### src/rtl/pe_block.sv
// rtl/pe_block.sv - systolic MAC block of BLOCK_NUM rows x ARRAY_NUM PEs with pass-left forwarding
// Optional output saturation after the window shift is enabled by defining PE_SATURATE_EN.
module pe_block #(
    parameter int ARRAY_NUM = 3,
    parameter int BLOCK_NUM = 3,
    parameter int ACC_W     = 24
) (
    input  logic                               iClk,
    input  logic                               iRst,
    input  logic                               iClearAcc,
    input  logic [ARRAY_NUM-2:0]               iCfsPassDataLeft,
    input  logic [8*ARRAY_NUM*BLOCK_NUM-1:0]   iData,
    input  logic signed [7:0]                  iWeight,
    input  logic [4:0]                         iCfsOutputLeftShift,
    output logic [8*ARRAY_NUM*BLOCK_NUM-1:0]   oResult
);

`ifdef PE_SATURATE_EN
    localparam logic signed [ACC_W-1:0] SAT_MAX = ACC_W'(127);
    localparam logic signed [ACC_W-1:0] SAT_MIN = ACC_W'(-128);

    function automatic logic [7:0] sat8(input logic signed [ACC_W-1:0] v);
        if (v > SAT_MAX) begin
            return 8'h7f;
        end else if (v < SAT_MIN) begin
            return 8'h80;
        end else begin
            return v[7:0];
        end
    endfunction
`endif

    for (genvar b = 0; b < BLOCK_NUM; b++) begin : g_row
        for (genvar j = 0; j < ARRAY_NUM; j++) begin : g_pe
            localparam int L = b * ARRAY_NUM + j;

            logic signed [7:0]       op;
            logic signed [15:0]      prod;
            logic signed [ACC_W-1:0] acc;

            // The last PE has no right-hand neighbour, so it always reads its own lane.
            if (j == ARRAY_NUM - 1) begin : g_last
                assign op = $signed(iData[8*L +: 8]);
            end else begin : g_mid
                assign op = iCfsPassDataLeft[j] ? g_pe[j+1].g_fwd.fwd
                                                : $signed(iData[8*L +: 8]);
            end

            // PE 0 has no left-hand consumer, so its forwarding register is not kept.
            if (j > 0) begin : g_fwd
                logic signed [7:0] fwd;
                always_ff @(posedge iClk or negedge iRst) begin
                    if (!iRst) begin
                        fwd <= '0;
                    end else begin
                        fwd <= op;
                    end
                end
            end

            assign prod = op * iWeight;

            always_ff @(posedge iClk or negedge iRst) begin
                if (!iRst) begin
                    acc <= '0;
                end else if (iClearAcc) begin
                    acc <= '0;
                end else begin
                    acc <= acc + {{(ACC_W-16){prod[15]}}, prod};
                end
            end

`ifdef PE_SATURATE_EN
            logic signed [ACC_W-1:0] shifted;
            assign shifted            = acc >>> iCfsOutputLeftShift;
            assign oResult[8*L +: 8]  = sat8(shifted);
`else
            assign oResult[8*L +: 8]  = 8'(acc >>> iCfsOutputLeftShift);
`endif
        end
    end

endmodule

### config.mk
export PLATFORM = sky130hd
export DESIGN_NAME = pe_block
export DESIGN_NICKNAME = d
export VERILOG_FILES = /design/src/rtl/pe_block.sv
export SDC_FILE = /design/constraint.sdc
export NUM_CORES = 2
export LEC_CHECK = 0
export ABC_AREA = 1
export BUFFER_PORTS_ARGS = -buffer_cell sky130_fd_sc_hd__buf_2
export CORE_MARGIN = 10
export CORE_UTILIZATION = 35
export CTS_CLUSTER_DIAMETER = 40
export CTS_CLUSTER_SIZE = 30
export DETAILED_ROUTE_END_ITERATION = 6
export PLACE_DENSITY = 0.51
export REMOVE_ABC_BUFFERS = 1
export SLEW_MARGIN = 25
export SYNTH_ARGS = -nofsm -noshare
export SYNTH_HDL_FRONTEND = slang
export SYNTH_SLANG_ARGS = --single-unit
export TNS_END_PERCENT = 20
### constraint.sdc
create_clock -name iClk -period 6.25 [get_ports iClk]
set_clock_uncertainty 0.15 [all_clocks]
set_input_delay 1.25 -clock iClk [delete_from_list [all_inputs] [get_ports iClk]]
set_output_delay 1.25 -clock iClk [all_outputs]
set_load 0.01 [all_outputs]
==> metrics <==
Achievable Freq=approximately 0.16 GHz; WL final=around 180000 um; crit path DAT=6.75 ns; DR DRC count=0; Area contributors post-synth=fa_1 20%, dfrtp_1 13%, nand2_1 13%, ha_1 12%, inv_1 9.6%; Nets=around 9600; max cap viols=0; number of global-route vias before repair=between 50000 and 60000; most frequent cells in the layout=1603 x nand2_1, 1218 x inv_1, 993 x buf_4; Distinct cells, synth=just over 60; grt total ovfl=0; Crit. End Element=register; pin count of the biggest net entering global routing=around 160; initial antenna violation count=22; worst rel slew slack=approximately two fifths; setup ws final=-0.0404 ns; pre-CTS WS=-1.32 ns; Die Area=roughly 160000 um^2; Avg Synthesized Cell Area=6.77 um^2; WL/cell=17.2 um; Post-synth ARST share=100%; unrepaired setup endpoints after global routing=yes; Clk Latency, worst-skew pair=0.69 ns; largest area contributor in the netlist=fa_1; Critical Path Max Stage Delay=0.48 ns; total iterations of the first detailed-routing run=6; critical path required time=~6.7 ns; Port Buffers=161; io pins=162; CP max-delay cell=fa_1; htree depth=3; Slew @ Worst Pin=between 0.9 and 1 ns; CP Launch Type=input pin; GRT Total Usage=a little over a fifth; Root Buffer=clkbuf_16; post-synth top area share=approximately 20%; Synth Flop Type=dfrtp_1; final antenna-violating net count=0; Tightest Hold Check Type=input pin to asynchronous set/reset pin; RD Place Congestion=0.923; WL met3=9340 um; Area Growth Syn to Fin=34.1%; die height=between 300 and 400 um; Synth Register Bits=264; endpoints failing setup=2; yosys warns=0; Die W=400 um; Post-CTS Hold Buffers=0; Multi-input gate area=~41000 um^2; clk slew on worst S/H paths=0.04 ns; fin. max-slew vios=0; Met1 Wirelength=78700 um; # rows=approximately 140; CTS tree=done; final hold violation count=0; vias=between 50000 and 60000; Tmin final=~6.3 ns; maximum clock path buffer count=3; layout cells sized above 1=between 20% and 30%; vias per std cell=roughly 5.0; critical path peak fanout=18; critical path class=input pin to register; Starting Density=a little over a third; Top Layer Used=met5; most common cell after layout, fill and taps aside=nand2_1; Mapped Area=around 50000 um^2; Core Region=143000 um^2; first-pass GRT wire length=~280000 um; sequential cell area=approximately 6600 um^2; # fillers=14569; Mapped Cells=7451; CTS sink cnt=approximately 260; number of synthesized flops with an enable pin=0; Seq/Total Area, Yosys=13.1%; status=complete, but fails checks; initial DRC count=3126; Post-DP HPWL=around 140000 um; CTS buffer count=82; failing checks=setup timing; Tcrit/Tclk final=101%; Reg2Reg Depth=28; routed length on met2=between 80000 and 90000 um
-- flip-flops by register name, summed over array words and instances (netlist names) --
| name | cells |
|---|---|
| g_row.g_pe.acc | 216 |
| g_row.g_pe.g_fwd.fwd | 48 |
-- what timing repair did --
| item | in CTS | in global routing |
|---|---|---|
| cloned | 1 | 4 |
| gates resized for setup | 175 | 735 |
| endpoints found under the setup margin | 91 | 118 |
| pin swaps | 40 | 236 |
| setup buffers | 3 | 40 |
-- critical path, delay by kind of cell --
family                   cells  cell delay, ns
XOR/XNOR                     1            0.20
AO/OA/AOI/OAI                4            0.47
buffers and inverters       10            1.06
AND/OR/NAND/NOR              9            1.24
adder cells (fa/ha/maj)      6            2.54
-- per-stage QoR --
stage / setup TNS, ns / instance area [um^2] / utilization, % / instances / hold WS (ns)
3_3_place_gp: -98.45 / 60400 / 42.1 / 10272 / 0.443
6_report: -0.0440 / 67700 / 47.2 / 10476 / 0.419
3_5_place_dp: -105.17 / 60400 / 42.1 / 10272 / 0.456
4_1_cts: -0.272 / 64200 / 44.7 / 10427 / 0.379
2_1_floorplan: -72.27 / 49200 / - / 7187 / 0.294
5_1_grt: -9.51 / 67700 / 47.2 / 10470 / 0.438
-- path summary, 6_finish.rpt --
kind,start,end,slack [ns]
worst max-delay path,iCfsPassDataLeft[1],g_row[1].g_pe[1].acc[20]$_DFF_PN0_,-0.04
max in group asynchronous,iRst,g_row[0].g_pe[2].acc[20]$_DFF_PN0_,4.38
worst max register to register,g_row[1].g_pe[2].g_fwd.fwd[7]$_DFF_PN0_,g_row[1].g_pe[1].acc[20]$_DFF_PN0_,0.22
worst min register to register,g_row[0].g_pe[0].acc[0]$_DFF_PN0_,g_row[0].g_pe[0].acc[0]$_DFF_PN0_,0.46
min in group iClk,g_row[0].g_pe[0].acc[0]$_DFF_PN0_,g_row[0].g_pe[0].acc[0]$_DFF_PN0_,0.46
worst min-delay path,iRst,g_row[1].g_pe[0].acc[3]$_DFF_PN0_,0.42
-- logic make-up (layout without fill, tap and decap cells) --
kind of cell	Yosys count	in the layout	synth area share, %
xor gates and xnor gates	170	170	2.95
muxes	32	32	0.635
other	0	7	0
AOI/OAI and AO/OA	1333	1333	14.7
buffers and inverters	1582	2696	12.3
adders and majority gates	972	972	31.6
DFF	264	264	13.1
and+or+nand+nor	3098	3099	24.8
-- synthesized netlist by cell type (57+ instances only) --
master,n
nand2_1,1712
inv_1,1289
nor2_1,831
fa_1,504
a21oi_1,484
ha_1,468
o21ai_0,434
nand3_1,385
dfrtp_1,264
o21ai_1,149
clkbuf_1,145
xor2_1,87
xnor2_1,83
buf_2,57
-- per-layer routing --
metal	vias to the layer above	GRT usage (%)
met1	25016	28.0
met2	1178	37.4
met3	293	3.28
met5	-	0
met4	18	7.59
li1	25700	-
-- layout make-up --
type / count / share of cell area [%]
multi-input combinational: 5606 / 61.0
clock inverter: 51 / 1.03
antenna: 7 / 0.0259
timing repair buffer: 1227 / 14.0
clock buffer: 100 / 3.25
sequential: 264 / 9.76
inverter: 1318 / 7.37
tap: 1903 / 3.52
Power is not shown: default switching activity piles up to over one toggle a cycle in this logic, so the estimate is an artifact.
